### src/rtl/alarm_bank.sv
// Alarm store with user edit controls and a timed ring output.
// Holds NUM_ALARMS hour/minute/enable entries and rings when one matches on a minute change.
module alarm_bank #(
    parameter int NUM_ALARMS  = 4,
    parameter int SEL_W       = 2,
    parameter int HOUR_MAX    = 23,
    parameter int MIN_MAX     = 59,
    parameter int RING_CYCLES = 50000,
    parameter int RING_W      = 16
) (
    input  logic             clk,
    input  logic             rst,
    input  logic [7:0]       hour,
    input  logic [7:0]       minute,
    input  logic [1:0]       mode,
    input  logic             turn,
    input  logic             change,
    input  logic [SEL_W-1:0] sel,
    input  logic             stop,
    output logic [7:0]       hour_keep,
    output logic [7:0]       minute_keep,
    output logic             enabled,
    output logic             ring,
    output logic [SEL_W-1:0] ring_id
);

    typedef enum logic {
        IDLE    = 1'b0,
        RINGING = 1'b1
    } state_t;

    state_t              state_reg, state_next;
    logic [RING_W-1:0]   timer_reg, timer_next;
    logic [SEL_W-1:0]    ring_id_reg, ring_id_next;

    logic                change_meta_reg;
    logic                change_sync_reg;
    logic                change_prev_reg;
    logic                edit_event;
    logic [7:0]          minute_d_reg;
    logic                minute_tick;

    logic [7:0]          alarm_hour [NUM_ALARMS];
    logic [7:0]          alarm_min  [NUM_ALARMS];
    logic                alarm_en   [NUM_ALARMS];
    logic [NUM_ALARMS-1:0] match;

    logic                win_any;
    logic [SEL_W-1:0]    win_idx;

    // change is asynchronous: two-flop synchroniser followed by a rising-edge detector
    always_ff @(posedge clk) begin
        if (rst) begin
            change_meta_reg <= 1'b0;
            change_sync_reg <= 1'b0;
            change_prev_reg <= 1'b0;
        end else begin
            change_meta_reg <= change;
            change_sync_reg <= change_meta_reg;
            change_prev_reg <= change_sync_reg;
        end
    end

    assign edit_event = change_sync_reg & ~change_prev_reg;

    // Loaded with the live minute during reset as well, so leaving reset never fakes a tick
    always_ff @(posedge clk) begin
        minute_d_reg <= minute;
    end

    assign minute_tick = (minute != minute_d_reg);

    generate
        for (genvar gi = 0; gi < NUM_ALARMS; gi++) begin : g_alarm
            logic [7:0] hour_reg;
            logic [7:0] min_reg;
            logic       en_reg;
            logic       edit_hit;

            assign edit_hit = edit_event && (sel == SEL_W'(gi));

            always_ff @(posedge clk) begin
                if (rst) begin
                    hour_reg <= 8'd0;
                    min_reg  <= 8'd0;
                    en_reg   <= 1'b0;
                end else if (edit_hit) begin
                    if (mode == 2'd2) begin
                        if (turn) begin
                            hour_reg <= (hour_reg == 8'(HOUR_MAX)) ? 8'd0 : hour_reg + 8'd1;
                        end else begin
                            min_reg <= (min_reg == 8'(MIN_MAX)) ? 8'd0 : min_reg + 8'd1;
                        end
                    end else if (mode == 2'd3) begin
                        en_reg <= ~en_reg;
                    end
                end
            end

            assign alarm_hour[gi] = hour_reg;
            assign alarm_min[gi]  = min_reg;
            assign alarm_en[gi]   = en_reg;
            assign match[gi]      = minute_tick && en_reg &&
                                    (hour == hour_reg) && (minute == min_reg);
        end
    endgenerate

    // Selected-channel read for the display; unpopulated select codes read as zero
    always_comb begin
        hour_keep   = 8'd0;
        minute_keep = 8'd0;
        enabled     = 1'b0;
        for (int i = 0; i < NUM_ALARMS; i++) begin
            if (sel == SEL_W'(i)) begin
                hour_keep   = alarm_hour[i];
                minute_keep = alarm_min[i];
                enabled     = alarm_en[i];
            end
        end
    end

    // Lowest-index matching channel wins
    always_comb begin
        win_any = |match;
        win_idx = '0;
        for (int i = NUM_ALARMS - 1; i >= 0; i--) begin
            if (match[i]) begin
                win_idx = SEL_W'(i);
            end
        end
    end

    always_ff @(posedge clk) begin
        if (rst) begin
            state_reg   <= IDLE;
            timer_reg   <= '0;
            ring_id_reg <= '0;
        end else begin
            state_reg   <= state_next;
            timer_reg   <= timer_next;
            ring_id_reg <= ring_id_next;
        end
    end

    always_comb begin
        state_next   = state_reg;
        timer_next   = timer_reg;
        ring_id_next = ring_id_reg;
        case (state_reg)
            IDLE: begin
                if (win_any) begin
                    state_next   = RINGING;
                    ring_id_next = win_idx;
                    timer_next   = RING_W'(RING_CYCLES - 1);
                end
            end
            RINGING: begin
                // New matches are ignored while ringing; stop beats timeout
                if (stop || (timer_reg == '0)) begin
                    state_next = IDLE;
                    timer_next = '0;
                end else begin
                    timer_next = timer_reg - 1'b1;
                end
            end
            default: begin
                state_next = IDLE;
                timer_next = '0;
            end
        endcase
    end

    assign ring    = (state_reg == RINGING);
    assign ring_id = ring_id_reg;

endmodule

### config.mk
export PLATFORM = sky130hd
export DESIGN_NAME = alarm_bank
export DESIGN_NICKNAME = d
export VERILOG_FILES = /design/src/rtl/alarm_bank.sv
export SDC_FILE = /design/constraint.sdc
export NUM_CORES = 1
export LEC_CHECK = 0
export ABC_AREA = 0
export CAP_MARGIN = 10
export CORE_MARGIN = 1
export CORE_UTILIZATION = 50
export CTS_CLUSTER_DIAMETER = 50
export DETAILED_ROUTE_END_ITERATION = 10
export PLACE_DENSITY = 0.81
export SLEW_MARGIN = 20
export SYNTH_ARGS = -nofsm -noshare
export SYNTH_HDL_FRONTEND = slang
export SYNTH_SLANG_ARGS = --single-unit
### constraint.sdc
create_clock -name clk -period 4.5 [get_ports clk]
set_input_delay 0.675 -clock clk [delete_from_list [all_inputs] [get_ports clk]]
set_output_delay 0.675 -clock clk [all_outputs]
set_load 0.005 [all_outputs]
After elaboration in Yosys (flattened, before gate mapping):

Index checks and enable logic that the tools add are counted.

* bits in registers: 98
* bits of input ports: 25
* output and inout bits: 20

* add/subtract/negate cells: 9
* equal/unequal tests: 23
* multiplexer cells: 30
* bitwise logic cells: 9
* reductions and logical operators: 33

Operator list (count)
* 2-to-1 mux 8 bit: 16
* adder 8 x 1 -> 8 bit (second input constant): 8
* equality test 8 bit: 8
* AND reduction 3 bit: 12
* equality test 8 x 5 -> 1 bit (second input constant): 4
* equality test 8 x 6 -> 1 bit (second input constant): 4
* 2-to-1 mux 16 bit: 2
* case mux 16 bit (2 select lines): 1
* logical AND 1 bit: 16
* zero test 16 bit: 1
* subtractor 16 x 1 -> 16 bit (second input constant): 1
* equality test 2 bit (second input constant): 4
* 2-to-1 mux 2 bit: 4
* inequality test 8 bit: 1
* inverter 1 bit: 8
* 2-to-1 mux 1 bit: 6
* OR reduction 4 bit: 1
* equality test 2 x 1 -> 1 bit (second input constant): 1
* zero test 2 bit: 1
* inequality test 2 bit (second input constant): 1
* case mux 1 bit (2 select lines): 1
* AND reduction 2 bit: 1
* AND 1 bit: 1
* logical OR 1 bit: 1

Longest topological paths before layout:

* depth after elaboration: 8
* gate-level depth with buffers: 9

Worst setup path before layout:

No wires, ideal clock.

* kind: input -> output
* start: input port sel[0]
* end: output port hour_keep[0]
* arrival time: 1861 ps
* required time: 3825 ps
* path slack: 1964 ps
* cell stages on the path: 3
* cell sequence: buf_4 > buf_1 > mux4_2

* word-level cells in the longest chain between the ends: 5

RTL lines
* start, declared: RTL line 18 `input logic [SEL_W-1:0] sel,`
* zero test 2 bit: RTL line 114 `if (sel == SEL_W'(i)) begin`
* 2-to-1 mux 8 bit (3 in series): RTL line 114
* 2-to-1 mux 8 bit *: RTL line 114
* end, declared: RTL line 20 `output logic [7:0] hour_keep,`

Every way passes the cells marked *; elsewhere a longest branch is shown, timed or not.

Worst setup path after layout:

* start: input port sel[1]
* end: output port minute_keep[7]

* word-level cells in the longest chain between the ends: 5

RTL lines
* zero test 2 bit: RTL line 114
* 2-to-1 mux 8 bit (3 in series): RTL line 114
* 2-to-1 mux 8 bit *: RTL line 114
* end, declared: RTL line 21 `output logic [7:0] minute_keep,`

Marked as above.

==> summary.md <==
| Metric | Value |
|---|---|
| Status | finished, violations left |
| Failing checks | DRC |
| Clock transition at path regs | 60 ps |
| DP HPWL | 12020 microns |
| PortBufs | 44 |
| # diodes | 0 |
| Flop2flop setup slack | 2100 ps |
| Worst-case reg-to-reg path depth | 8 |
| Routed WL | 15740 microns |
| Slowest stage cell, crit path | clkdlybuf4s50_1 |
| Synth cell count leaders | dfxtp_1 (98), xnor2_1 (71), nor2_1 (70) |
| Psw | 418.2 uW |
| Global-route wire length before repair | 25620 microns |
| Vias in the first global route | 5020 |
| Routed vias | 5132 |
| Achievable Freq | 290.3 MHz |
| Count leader, synth | dfxtp_1 |
| FP Rows | 39 |
| CP max stage delay | 980 ps |
| Internal | 1.335 mW |
| Syn. warnings | 0 |
| Final setup margin | 1056 ps |
| H-tree levels | 3 |
| Delay-heaviest family, CP | buffers and inverters |
| Number of DRC markers in iteration 0 | 332 |
| CTS Buf Count | 9 |
| Max cap viols | 0 |
| Final max-slew violation count | 0 |
| DRC errors left | 4 |
| Largest net degree at the start of global routing | 29 |
| Worst hold slack | 441.4 ps |
| Synth area leaders | dfxtp_1 (33%), xnor2_1 (10%), xor2_1 (6.5%) |
| Crit path top cell by count | clkdlybuf4s50_1 |
| Core outline area | 11520 sq um |
| Path type of the worst min-delay path | reg2reg |
| Clock insertion delay at the later pin of the skew report | 350 ps |
| Yosys cell types | 63 |
| CTS sink count | 98 |
| Worst Setup Start Kind | input pin |
| Crit path arrival time | 2770 ps |
| Worst Hold Depth | 1 |
| Total track usage | 26.30% |
| Worst Max-Slew Pin Slew | 789.0 ps |
| Die area | 12370 sq um |
| Setup TNS | 0 ps |
| Area grow syn2layout | 11.20% |
| Comb power frac | 8.1% |
| Mapped Cells | 653 |
| Share of layout cells above drive strength 1 | 11.36% |
| Post-synth ARST share | 0% |
| Min Tclk post-route | 3444 ps |
| Synth Net Count | 687 |
| CTS max path bufs | 2 |
| Fin nets | 707 |
| Buffers & Inverters on Critical Path | 3 |
| Initial DRT Pass Iterations | 8 |
| Setup CP Type | in2out |
| Post-CTS sizing | 0 |
| Crit path capture type | output port |
| CTS root buffer | clkbuf_16 |
| Switching share of power | 23.85% |
| Hold Buf Count CTS | 0 |
| Chip height | 111.2 microns |
| CTS tree | yes |
| Io pins | 45 |
| Mean Syn Cell Area | 9.138 sq um |
| Synth Register Bits | 98 |
| Yosys top cell area share | 32.88% |
| Prevailing post-synth register cell | dfxtp_1 |
| Starting density of the core | 51.81% |
| Final setup vio count | 0 |
| Setup slack after placement | 1059 ps |
| Final hold vios | 0 |
| Static leakage | 2.233 nW |
| Total global routing overflow | 0 |
| Number of synthesized flops with an enable pin | 0 |
| Maximum fanout along the worst path | 14 |
| Antenna violations before repair | 0 |
| Max IR drop VDD | 149.0 uV |
| Clock Power Share | 41.9% |
| Mapped Area | 5967 sq um |
| Placer Congestion | 0.9353 |
| Number of cells on the critical path | 4 |
| Fill cells | 990 |
| Worst-path cell chain | clkdlybuf4s50_1, buf_4, mux4_2, clkdlybuf4s50_1 |
| Postcts setup bufs | 0 |
| Post-synth top area cell | dfxtp_1 |
| Post-route antenna net violation count | 0 |
| Critical path data required time | 3830 ps |
| Relative slew margins | 47.24% |
| RSZ-0062 raised after global routing | no |
| Final Cycle Share | 76.54% |
| Post-DR wirelength/cell | 19.18 microns |
| Register area share after synthesis | 32.88% |
| Via/cell ratio | 6.251 |
| Die width | 111.2 microns |
| PwrDens | 264.2 nW/um^2 |
| Sequential fraction of design power | 50.0% |
| Final Skew | 5.456 ps |
-- power groups by stage --
stage	registers [mW]	logic (mW)	clock network (mW)
2_1_floorplan	0.895	0.104	0
5_1_grt	0.876	0.150	0.781
3_5_place_dp	0.896	0.140	0
3_3_place_gp	0.895	0.137	0
4_1_cts	0.876	0.141	0.742
6_report	0.876	0.142	0.735
-- cell type report --
cell class	instances	area [sq um]	share of cell area, %
clock inverter	4	26.28	0.3960
inverter	6	22.52	0.3394
clock buffer	12	256.5	3.866
tap	143	178.9	2.697
sequential	98	1962	29.57
timing repair buffer	48	465.4	7.015
multi-input combinational	510	3724	56.12
-- stage by stage --
| step | area [sq um] | cells | util, % | power, mW |
|---|---|---|---|---|
| CTS | 6635 | 821 | 57.62 | 1.759 |
| global placement | 6352 | 805 | 55.16 | 1.033 |
| global route | 6635 | 821 | 57.62 | 1.808 |
| finish | 6635 | 821 | 57.62 | 1.753 |
| floorplan | 5967 | 653 | - | 0.9989 |
| detailed placement | 6352 | 805 | 55.16 | 1.036 |
-- per-layer routing --
metal	wire (microns)	global-route usage, %	vias to the layer above	part of all wire [%]
li1	-	-	2369	-
met1	6391	31.90	2499	41
met2	7809	45.42	221	50
met3	1051	3.499	43	6.7
met4	491	13.60	0	3.1
met5	0	0	-	0
-- layout by cell type, fill, tap and decap left out, drive strengths merged, types with 4 or more instances in the layout --
cell	n
nor2b	4
xor2	46
and2	5
buf	5
a31o	5
nor2	75
inv	6
clkdlybuf4s50	43
mux4	17
nor3	15
nor4	10
dfxtp	98
nand3	15
clkbuf	12
a21oi	42
o21ai	36
or3	19
xnor2	71
and3	12
nand2	45
ha	9
nand4	38
-- cell families (layout without fill, tap and decap cells) --
logic type | after synthesis | after routing | synth area share, %
DFF | 98 | 98 | 32.88
buffers and inverters | 45 | 70 | 4.718
adders and majority gates | 9 | 9 | 1.887
and+or+nand+nor | 261 | 261 | 24.51
xor gates and xnor gates | 117 | 117 | 17.43
AOI/OAI and AO/OA | 106 | 106 | 12.16
muxes | 17 | 17 | 6.416
-- path summary, 6_finish.rpt --
check | startpoint | to
setup reg to reg | timer_reg[0] | timer_reg[15]
setup / recovery | sel[1] | minute_keep[7]
hold / removal | change_meta_reg | change_sync_reg
hold reg to reg | change_meta_reg | change_sync_reg
No activity file was read; power rests on OpenSTA's default activity.
